==> config.mk <==
export PLATFORM = sky130hd
export DESIGN_NAME = load_align_unit
export DESIGN_NICKNAME = d
export VERILOG_FILES = /design/src/rtl/load_align_unit.sv
export SDC_FILE = /design/constraint.sdc
export NUM_CORES = 1
export LEC_CHECK = 0
export CORE_ASPECT_RATIO = 0.75
export CORE_MARGIN = 5
export CORE_UTILIZATION = 46
export CTS_CLUSTER_DIAMETER = 200
export DETAILED_ROUTE_END_ITERATION = 8
export PLACE_DENSITY = 0.78
export SYNTH_ARGS = -nofsm -noshare
export SYNTH_HDL_FRONTEND = slang
export SYNTH_SLANG_ARGS = --single-unit
==> constraint.sdc <==
create_clock -name clk -period 2.1 [get_ports clk]
set_input_delay 0.315 -clock clk [delete_from_list [all_inputs] [get_ports clk]]
set_output_delay 0.315 -clock clk [all_outputs]
set_load 0.02 [all_outputs]
==> src/rtl/load_align_unit.sv <==
// ============================================================================
// load_align_unit
//
// Load datapath for the MEM/WB stage. Accepts one load request at a time,
// issues one or two word-aligned reads on a valid/ready memory port, merges
// the beats of a misaligned access, selects the addressed byte, halfword,
// word or doubleword and sign- or zero-extends it to XLEN. The result is
// presented on a valid/ready response port and held until it is accepted.
//
// Parameters:
//   XLEN           datapath / memory word width (32 or 64)
//   ADDR_W         byte-address width
//   MISALIGN_SPLIT 1 = misaligned loads use two beats, 0 = they return err
//
// Ports:
//   clk, rst_n                   clock, asynchronous active-low reset
//   ld_req_valid/ready           load request handshake (ready only in IDLE)
//   ld_req_addr, ld_req_func3    byte address and RISC-V load func3
//   mem_req_valid/ready          memory read request handshake
//   mem_req_addr                 word-aligned read address
//   mem_rsp_valid, mem_rsp_data  read data return
//   ld_rsp_valid/ready           load response handshake
//   ld_rsp_data, ld_rsp_err      extended result, error flag (data = 0)
// ============================================================================
module load_align_unit #(
    parameter int XLEN           = 32,
    parameter int ADDR_W         = 32,
    parameter int MISALIGN_SPLIT = 1
) (
    input  logic              clk,
    input  logic              rst_n,
    input  logic              ld_req_valid,
    output logic              ld_req_ready,
    input  logic [ADDR_W-1:0] ld_req_addr,
    input  logic [2:0]        ld_req_func3,
    output logic              mem_req_valid,
    input  logic              mem_req_ready,
    output logic [ADDR_W-1:0] mem_req_addr,
    input  logic              mem_rsp_valid,
    input  logic [XLEN-1:0]   mem_rsp_data,
    output logic              ld_rsp_valid,
    input  logic              ld_rsp_ready,
    output logic [XLEN-1:0]   ld_rsp_data,
    output logic              ld_rsp_err
);

    localparam int BYTES = XLEN / 8;
    localparam int OFF_W = $clog2(BYTES);

    typedef enum logic [2:0] {
        IDLE,
        REQ0,
        WAIT0,
        REQ1,
        WAIT1,
        RESP
    } state_t;

    state_t              r_state;
    state_t              w_next;

    logic [ADDR_W-1:0]   r_base;
    logic [OFF_W-1:0]    r_off;
    logic [3:0]          r_size;
    logic                r_signed;
    logic                r_mis;
    logic                r_err;
    logic [XLEN-1:0]     r_lo;
    logic [XLEN-1:0]     r_hi;

    logic [3:0]          w_size;
    logic                w_legal;
    logic                w_signed;
    logic [OFF_W-1:0]    w_off;
    logic [4:0]          w_end;
    logic                w_mis;
    logic                w_err;
    logic [ADDR_W-1:0]   w_base;

    logic [XLEN-1:0]     w_low;
    logic [XLEN-1:0]     w_mask;
    logic                w_sign;
    logic [XLEN-1:0]     w_result;

    // Request decode. LW is flagged signed on both widths: on XLEN=32 the
    // full-width mask makes sign extension a no-op, so one path serves both.
    always_comb begin
        w_size   = 4'd1;
        w_legal  = 1'b1;
        w_signed = 1'b0;
        case (ld_req_func3)
            3'b000: begin w_size = 4'd1; w_signed = 1'b1; end
            3'b100: begin w_size = 4'd1; end
            3'b001: begin w_size = 4'd2; w_signed = 1'b1; end
            3'b101: begin w_size = 4'd2; end
            3'b010: begin w_size = 4'd4; w_signed = 1'b1; end
            3'b110: begin w_size = 4'd4; w_legal = (XLEN == 64); end
            3'b011: begin w_size = 4'd8; w_legal = (XLEN == 64); end
            default: begin w_legal = 1'b0; end
        endcase
    end

    assign w_off  = ld_req_addr[OFF_W-1:0];
    assign w_end  = 5'(w_off) + 5'(w_size);
    assign w_mis  = (w_end > 5'(BYTES));
    assign w_err  = !w_legal || (w_mis && (MISALIGN_SPLIT == 0));
    assign w_base = {ld_req_addr[ADDR_W-1:OFF_W], {OFF_W{1'b0}}};

    // State register
    always_ff @(posedge clk or negedge rst_n) begin
        if (!rst_n) begin
            r_state <= IDLE;
        end else begin
            r_state <= w_next;
        end
    end

    // Next-state logic
    always_comb begin
        w_next = r_state;
        case (r_state)
            IDLE:    if (ld_req_valid)  w_next = w_err ? RESP : REQ0;
            REQ0:    if (mem_req_ready) w_next = WAIT0;
            WAIT0:   if (mem_rsp_valid) w_next = r_mis ? REQ1 : RESP;
            REQ1:    if (mem_req_ready) w_next = WAIT1;
            WAIT1:   if (mem_rsp_valid) w_next = RESP;
            RESP:    if (ld_rsp_ready)  w_next = IDLE;
            default: w_next = IDLE;
        endcase
    end

    // Request capture and beat registers. The high beat is cleared on every
    // accepted request so single-beat loads merge against zero.
    always_ff @(posedge clk or negedge rst_n) begin
        if (!rst_n) begin
            r_base   <= '0;
            r_off    <= '0;
            r_size   <= 4'd0;
            r_signed <= 1'b0;
            r_mis    <= 1'b0;
            r_err    <= 1'b0;
            r_lo     <= '0;
            r_hi     <= '0;
        end else begin
            case (r_state)
                IDLE: begin
                    if (ld_req_valid) begin
                        r_base   <= w_base;
                        r_off    <= w_off;
                        r_size   <= w_size;
                        r_signed <= w_signed;
                        r_mis    <= w_mis;
                        r_err    <= w_err;
                        r_hi     <= '0;
                    end
                end
                WAIT0: if (mem_rsp_valid) r_lo <= mem_rsp_data;
                WAIT1: if (mem_rsp_valid) r_hi <= mem_rsp_data;
                default: ;
            endcase
        end
    end

    // Byte selection: shift the merged {hi, lo} pair down by the byte offset,
    // then mask to the access size and fill the upper bits with the sign bit
    // when the access is signed.
    always_comb begin
        w_low  = XLEN'({r_hi, r_lo} >> {r_off, 3'b000});
        w_mask = '1;
        w_sign = 1'b0;
        case (r_size)
            4'd1:    begin w_mask = XLEN'(8'hFF);         w_sign = w_low[7];  end
            4'd2:    begin w_mask = XLEN'(16'hFFFF);      w_sign = w_low[15]; end
            4'd4:    begin w_mask = XLEN'(32'hFFFF_FFFF); w_sign = w_low[31]; end
            default: begin w_mask = '1;                   w_sign = 1'b0;      end
        endcase
        w_result = (w_low & w_mask) | ((r_signed && w_sign) ? ~w_mask : '0);
    end

    // Outputs are decoded from the state so that every handshake signal and
    // address is stable for as long as the state is held.
    always_comb begin
        ld_req_ready  = (r_state == IDLE);
        mem_req_valid = (r_state == REQ0) || (r_state == REQ1);
        mem_req_addr  = '0;
        if (r_state == REQ0) begin
            mem_req_addr = r_base;
        end else if (r_state == REQ1) begin
            mem_req_addr = r_base + ADDR_W'(BYTES);
        end
        ld_rsp_valid = (r_state == RESP);
        ld_rsp_err   = (r_state == RESP) && r_err;
        ld_rsp_data  = ((r_state == RESP) && !r_err) ? w_result : '0;
    end

endmodule

==> results.tsv <==
stage	metric	value	unit
worst_setup_path	path_cells	nand4_1 -> or4_4 -> buf_8 -> or4_4 -> a21oi_4 -> buf_6	
worst_setup_path	cpPeakStageDelay	0.55	ns
worst_setup_path	critPathArrivalTime	2.36	ns
final_layout	fin_nets	947	
worst_setup_path	crit_fanout	14	
min_path	min_path_type	in2async	
final_layout	final_util	76.7	%
global_route	antenna_found_initial	0	
clock_tree	clockRootBuffer	clkbuf_16	
yosys	post-synth-top-count-cell	nand2_1	
sta	fmax	0.374	GHz
routing	dr.pass1.iters	5	
clock_tree	clkTransAtPathRegs	0.06	ns
routing	routed_wl	20.5	mm
sta	finalSetupViolations	55	
clock_tree	clock-sinks	98	
final_layout	n_antenna_cell	0	
floorplan	start_util	47.3	%
placed_design	gp_congestion	0.855	
worst_setup_path	cp-end-kind	output port	
sta	slew_viol_final	0	
clock_tree	insertion_delay	0.34	ns
yosys	synthTopCellsByArea	dfrtp_1 42%, nand2_1 13%, mux4_2 12%	
placed_design	place.port_buffers	138	
worst_setup_path	crit_slowest_cell	or4_4	
clock_tree	cts_tree	done	
power	p_leak	4.08	nW
sta	finalSetupTns	-17.30	ns
worst_setup_path	r2r_cells	6	
floorplan	fp.dieArea	15100	um2
yosys	yosysTopAreaCellShare	42.0	%
clock_tree	h-tree-depth	3	
placed_design	dp_hpwl	13.7	mm
floorplan	row_count	35	
floorplan	die_h	108	um
final_layout	drive_above_1_share	43.1	%
power	powerDensity	1340	nW/um2
worst_setup_path	cp-start-kind	flop	
global_route	grt_pass1_wl	32.0	mm
routing	vias	5970	
worst_setup_path	crit_type	reg2out	
power	ir_drop	0.000758	V
global_route	grt_overflow	0	
routing	ant_nets	0	
yosys	synth.largest_area_cell	dfrtp_1	
sta	rsz0062_at_grt	true	
routing	avgRoutedWirePerCell	19.7	um
yosys	synthCells	632	
sta	finalClockSkew	0.00833	ns
yosys	synth_warnings	0	
sta	finalWorstSetupSlack	-0.576	ns
global_route	first_global_vias	6155	
clock_tree	cts_buffer_depth	2	
global_route	grt_use_total	26.6	%
worst_setup_path	required	1.78	ns
final_layout	syn_to_final_growth	62.3	%
yosys	seq_area_frac_synth	42.0	%
worst_setup_path	r2r_slack	0.19	ns
sta	hold_viol_final	0	
yosys	synth_top_flop_cell	dfrtp_1	
routing	drc	0	
yosys	synth-edff-count	0	
final_layout	nFillCells	779	
outcome	status	complete, but fails checks	
worst_setup_path	crit_cells	6	
routing	vias_per_cell	5.73	
job	cap_violations	0	
clock_tree	numCtsBuffers	9	
yosys	synth_common_cells	203 x nand2_1, 98 x dfrtp_1, 40 x o21ai_0	
worst_setup_path	path_buf_inv	2	
yosys	syn_area	5840	um2
yosys	ys_ff_latch	98	
sta	period_needed	2.68	ns
sta	fin_crit_sh	127	%
outcome	failed_checks	setup timing	
yosys	synth.distinct_cells	43	
yosys	syn_avg_cell_area	9.23	um2
yosys	synthArstFlopShare	100	%
worst_setup_path	cpMostUsedCell	or4_4	
floorplan	core_area	12300	um2
worst_setup_path	critPathTopFamily	simple AND/OR/NAND/NOR gates	
global_route	grt_start_max_net_pins	49	
floorplan	io_pins	141	
floorplan	die_w	140	um
routing	drtIter0Drc	475	
[power breakdown]
group	switching (W)	internal (W)	leakage, nW	total, W
clock	0.000736	0.00105	0.159	0.00179
combinational	0.00367	0.00380	2.68	0.00747
sequential	0.000762	0.00270	1.24	0.00346
total	0.00517	0.00755	4.08	0.0127
[flip-flops by register name, indices dropped and copies added, names as in the netlist]
name and flops:
r_base 30, r_hi 24, r_err 1, r_off 2, r_size 4, r_lo 32, r_mis 1, r_signed 1
r_state 3
[worst reg2reg max path, cell delays in order (launching register included)]
cell,delay (ns)
dfrtp_1,0.40
buf_4,0.17
buf_4,0.19
nor4b_2,0.46
buf_6,0.35
nor2_1,0.07
a21oi_1,0.17
[layer usage]
layer | vias to the layer above | part of all wire (%) | GRT usage, %
li1 | 2702 | - | -
met1 | 2990 | 40 | 33.9
met2 | 229 | 51 | 46.1
met3 | 49 | 6.2 | 4.44
met4 | 0 | 2.6 | 9.47
met5 | - | 0 | 0
[stage by stage]
stage	worst slack, ns	instance area (um2)	std cells	hold slack [ns]	power, W
floorplan	-0.196	6240	633	0.0194	0.00721
global placement	-0.719	8410	988	0.254	0.00952
detailed placement	-0.776	8410	988	0.256	0.00985
CTS	-0.565	9230	1030	0.436	0.0122
global route	-0.645	9470	1041	0.470	0.0134
finish	-0.576	9470	1041	0.444	0.0127
[final timing paths]
path	from	endpoint
min in group clk	r_hi[20]	r_hi[20]
max in group asynchronous	rst_n	r_off[0]
max reg2reg	r_state[1]	r_mis
min reg2reg	r_hi[20]	r_hi[20]
max	r_base[14]	mem_req_addr[22]
min	rst_n	r_base[17]
[kinds of logic after synthesis]
kind of cell | after synthesis | share of synthesized area [%]
AND/OR/NAND/NOR | 303 | 23.6
flip-flops | 98 | 42.0
AO/OA/AOI/OAI | 94 | 8.98
multiplexers | 66 | 18.9
buffers and inverters | 55 | 3.86
XOR/XNOR | 11 | 1.65
adder cells (fa/ha/maj) | 4 | 0.986
other | 1 | 0.0643
[final cells by class]
type | count | area, um2 | area share (%)
tap | 166 | 208 | 2.19
inverter | 11 | 41.3 | 0.436
clock buffer | 10 | 229 | 2.42
clock inverter | 6 | 90.1 | 0.951
timing repair buffer | 269 | 2590 | 27.3
multi-input combinational | 481 | 3860 | 40.8
sequential | 98 | 2450 | 25.9
[timing repair]
item                                    CTS  global route
gates cloned                              2             1
endpoints found under the setup margin   66            66
pin swaps                                21            11
resized for setup                       398            52
buffers inserted                         24            13
hold buffers                              1             0
hold endpoints to repair                 23             0
[cells in the final DEF, fill, tap and decap left out, types with 13 or more instances in the layout]
cell               n
nor2_1            18
mux2_2            32
o21ai_0           39
buf_4            119
buf_6             50
mux4_2            32
nand4_1           13
nand2_2           13
a21oi_4           20
nand2_1          180
clkdlybuf4s50_1   71
dfrtp_1           97
Power figures use the tool's default switching activity.
==> edit 1, RTL diff (same flow settings) <==
Encoding of `state_t`: now one-hot (6 bits for 6 states).
--- a/src/rtl/load_align_unit.sv
+++ b/src/rtl/load_align_unit.sv
@@ -48,11 +48,11 @@
     localparam int OFF_W = $clog2(BYTES);
 
-    typedef enum logic [2:0] {
-        IDLE,
-        REQ0,
-        WAIT0,
-        REQ1,
-        WAIT1,
-        RESP
+    typedef enum logic [5:0] {
+        IDLE  = 6'b000001,
+        REQ0  = 6'b000010,
+        WAIT0 = 6'b000100,
+        REQ1  = 6'b001000,
+        WAIT1 = 6'b010000,
+        RESP  = 6'b100000
     } state_t;
 
Function: same outputs for any inputs over 4 cycles, from zero or initial values and one cycle with rst_n low; so few cycles prove little.
==> edit 1 against the original RTL <==
The flow finishes with violations (negative hold slack, negative setup slack); clock skew increased by 4.0 ps; area after synthesis increased by 4.8%; design area increased by 1.4%; worst setup slack improved by 190 ps; power decreased by 5.4%; sequential cell count increased by 3; count of clock-buffer cells in the layout decreased by 1; wire length increased by 3.3%; critical path type unchanged; largest cell class unchanged.
==> edit 1: results (changes against the original RTL) <==
placed cell count=888 (was 988); via/cell ratio=6.03 (was 5.73); Routed met2 length=10.8 mm (was 10.4 mm); area used by sequential logic in the layout=0.00253 mm2 (was 0.00245 mm2); most common cell in the synthesized netlist=sky130_fd_sc_hd__dfrtp_1 (was sky130_fd_sc_hd__nand2_1); outcome=finished, violations left (unchanged); area inside the core boundary=0.0130 mm2 (was 0.0123 mm2); share of layout cells above drive strength 1=52.3% (was 43.1%); Yosys top cell area share=40.9% (was 42.0%); violations in the final reports=negative hold slack, negative setup slack (was negative setup slack); number of clock buffers in the layout=9 (was 10); VDD IR-drop max=0.000756 V (was 0.000758 V); most instantiated cells after synthesis=sky130_fd_sc_hd__dfrtp_1, sky130_fd_sc_hd__nand2_1, sky130_fd_sc_hd__mux2_2 (was sky130_fd_sc_hd__nand2_1, sky130_fd_sc_hd__dfrtp_1, sky130_fd_sc_hd__o21ai_0); sum of routed wire segments on met1=8.42 mm (was 8.25 mm); Layout Nets=833 (was 947); final worst-path setup slack=-384 ps (was -576 ps); synthesized netlist cell count=527 (was 632); filler cell count in the final layout=765 (was 779); Non-Clock Buffer Count=250 (was 269); number of failing setup endpoints in the final timing report=129 (was 55); WHS=-4.52 ps (was 444 ps); Multi-Input Combinational=383 (was 481); leakage power of the design=4.11 nW (was 4.08 nW); final weighted congestion in routability-driven placement=0.917 (was 0.855); Layout Skew=12.3 ps (was 8.33 ps); sequential cells=101 (was 98); post-detail-place hpwl=12.9 mm (was 13.7 mm); maximum number of pins on one net before global-route repair=50 (was 49); cell area reported after detailed placement=0.00825 mm2 (was 0.00841 mm2); final hold violations=7 (was 0); clock network share of area=3.09% (was 3.37%); multi-input gate share of the layout cell area=41.1% (was 40.8%); biggest area contributors in the synthesized netlist=sky130_fd_sc_hd__dfrtp_1, sky130_fd_sc_hd__mux4_2, sky130_fd_sc_hd__mux2_2 (was sky130_fd_sc_hd__dfrtp_1, sky130_fd_sc_hd__nand2_1, sky130_fd_sc_hd__mux4_2); clock-pin slew on the worst setup and hold paths=90 ps (was 60 ps); proportion of total power due to net switching=39.4% (was 40.6%); CP Max Fanout=4 (was 14); Switch Pwr=4.74 mW (was 5.17 mW); starting DRC count in detailed routing=491 (was 475); register share of total power=26.5% (was 27.2%)
edit 1: stage by stage:
| step | util, % | hold WS (ps) | setup WS [ps] |
|---|---|---|---|
| 6_report | 73.8 | -4.52 | -384 |
| 5_1_grt | 73.8 | 49.7 | -461 |
| 4_1_cts | 69.4 | 19.0 | -327 |
| 3_5_place_dp | 63.4 | 393 | -450 |
| 3_3_place_gp | 63.4 | 374 | -396 |
| 2_1_floorplan | - | 19.4 | -18.4 |
edit 1: path summary, 6_finish.rpt:
kind	depth (start not counted)	slack (ps)	startpoint	endpoint
worst max-delay path	8	-380	r_base[3]	mem_req_addr[28]
worst min-delay path	1	-5	rst_n	r_hi[7]
worst max register to register	10	-150	r_state[2]	r_hi[19]
worst min register to register	1	500	r_signed	r_signed
max in group asynchronous	2	1390	rst_n	r_hi[15]
min in group clk	1	500	r_signed	r_signed
edit 1: what timing repair did:
item,in CTS,in global routing
buffers inserted,13,7
pin swaps,34,52
setup endpoints to repair,66,129
resized for setup,453,91
gates cloned,3,7
edit 1: cells by family after synthesis:
logic type / after synthesis / synth area share, %
AO/OA/AOI/OAI: 91 / 10.0
XOR/XNOR: 24 / 3.44
adder cells (fa/ha/maj): 4 / 0.942
buffers and inverters: 44 / 4.15
flip-flops: 101 / 41.4
multiplexers: 99 / 24.9
other: 1 / 0.0613
AND/OR/NAND/NOR: 163 / 15.1
edit 1: worst max-delay path, stage by stage (launching register included):
cell	delay, ps
sky130_fd_sc_hd__dfrtp_1	410
sky130_fd_sc_hd__ha_1	200
sky130_fd_sc_hd__and3_4	240
sky130_fd_sc_hd__nand4_1	100
sky130_fd_sc_hd__buf_4	170
sky130_fd_sc_hd__nor4_2	320
sky130_fd_sc_hd__xnor2_1	190
sky130_fd_sc_hd__nor2_2	40
sky130_fd_sc_hd__buf_2	150
==> edit 2, RTL diff (config.mk and constraints unchanged) <==
Made on the original files. The parameter `ADDR_W` goes from 32 to 40.
--- a/src/rtl/load_align_unit.sv
+++ b/src/rtl/load_align_unit.sv
@@ -25,5 +25,5 @@
 module load_align_unit #(
     parameter int XLEN           = 32,
-    parameter int ADDR_W         = 32,
+    parameter int ADDR_W         = 40,
     parameter int MISALIGN_SPLIT = 1
 ) (
Ports: changed (resized ld_req_addr and mem_req_addr); port bits go from 141 to 157. No check against the original RTL was run, so the function may have changed too.
==> edit 2 against the original RTL <==
Via count grew 23%; worst setup slack lost 120 ps; wire length grew 31%; power grew 16%; the flow still finishes with violations (negative setup slack); design area grew 15%; area after synthesis grew 12%; sequential cell count grew 8; critical endpoint is now mem_req_addr[39]; count of clock-buffer cells in the layout shrank 1; global-route usage grew 0.64 points.
==> edit 2: results (changes against the original RTL) <==
outcome=finished, violations left (unchanged); violations in the final reports=negative setup slack (unchanged); vias after detailed routing=7334 (was 5970); placed cell count=1110 (was 988); most instantiated cells after synthesis=sky130_fd_sc_hd__nand2_1, sky130_fd_sc_hd__dfrtp_1, sky130_fd_sc_hd__o21ai_0 (unchanged); clock-pin slew on the worst setup and hold paths=80 ps (was 60 ps); flop-to-flop setup slack=160 ps (was 190 ps); average routed wire per standard cell=22.7 um (was 19.7 um); Multi-Input Combinational=542 (was 481); Layout Skew=8.73 ps (was 8.33 ps); leakage power of the design=4.77 nW (was 4.08 nW); multi-input gate share of the layout cell area=41.2% (was 40.8%); Layout Nets=1087 (was 947); maximum number of pins on one net before global-route repair=55 (was 49); all-layer global routing usage=27.2% (was 26.6%); final worst-path setup slack=-696 ps (was -576 ps); synth unique cells=53 (was 43); proportion of synthesized area in mux cells=18.4% (was 18.9%); biggest area contributors in the synthesized netlist=sky130_fd_sc_hd__dfrtp_1, sky130_fd_sc_hd__nand2_1, sky130_fd_sc_hd__mux4_2 (unchanged); clock network share of area=2.84% (was 3.37%); delay of the slowest cell on the worst path=640 ps (was 550 ps); final weighted congestion in routability-driven placement=0.880 (was 0.855); clock network power consumption=1.83 mW (was 1.79 mW); Non-Clock Buffer Count=331 (was 269); post-synthesis adder-cell area fraction=0.881% (was 0.986%); Placement Setup Slack=-681 ps (was -776 ps); share of layout cells above drive strength 1=45.3% (was 43.1%); post-detail-place hpwl=15.3 mm (was 13.7 mm); P per Cell Area=1350 mW/mm2 (was 1340 mW/mm2); Cell Count, Final, Fillers Out=1183 (was 1041); VDD IR-drop max=0.000749 V (was 0.000758 V); number of failing setup endpoints in the final timing report=58 (was 55); count of cells along the worst register-to-register path=7 (was 6); proportion of total power due to net switching=43.7% (was 40.6%); crit path from=r_base[28] (was r_base[14]); count of inverters other than clock inverters in the layout=12 (was 11); Clk Latency, worst-skew pair=360 ps (was 340 ps); synthesized-area fraction occupied by ao, oa, aoi and oai cells=10.8% (was 8.98%); CP Max Fanout=4 (was 14); Seq power=3.81 mW (was 3.46 mW)
-- edit 2: changes by cell type after synthesis, moves of 9 or more --
cell	delta
sky130_fd_sc_hd__o21ai_0	+17
sky130_fd_sc_hd__nor4_1	+9
sky130_fd_sc_hd__or2_2	+10
sky130_fd_sc_hd__a21oi_1	+13
-- edit 2: worst min-delay path: cells and delay by family --
family / cells / cell delay, ps
compound gates: 1 / 90
buf+inv: 2 / 310
-- edit 2: what timing repair did --
| item | CTS | global route |
|---|---|---|
| setup buffers | 17 | 36 |
| resized for setup | 377 | 139 |
| cloned | 4 | 2 |
| hold endpoints to repair | 33 | 0 |
| setup endpoints to repair | 75 | 67 |
| pin swaps | 18 | 41 |
| hold buffers | 1 | 0 |
-- edit 2: layer usage --
metal  GRT usage (%)  vias to the layer above  routed length (um)
met2            46.8                      498               13500
met5               0                        -                   0
met3            6.81                      119                2180
li1                -                     3104                   -
met1            34.0                     3613                9850
met4            8.57                        0                1260
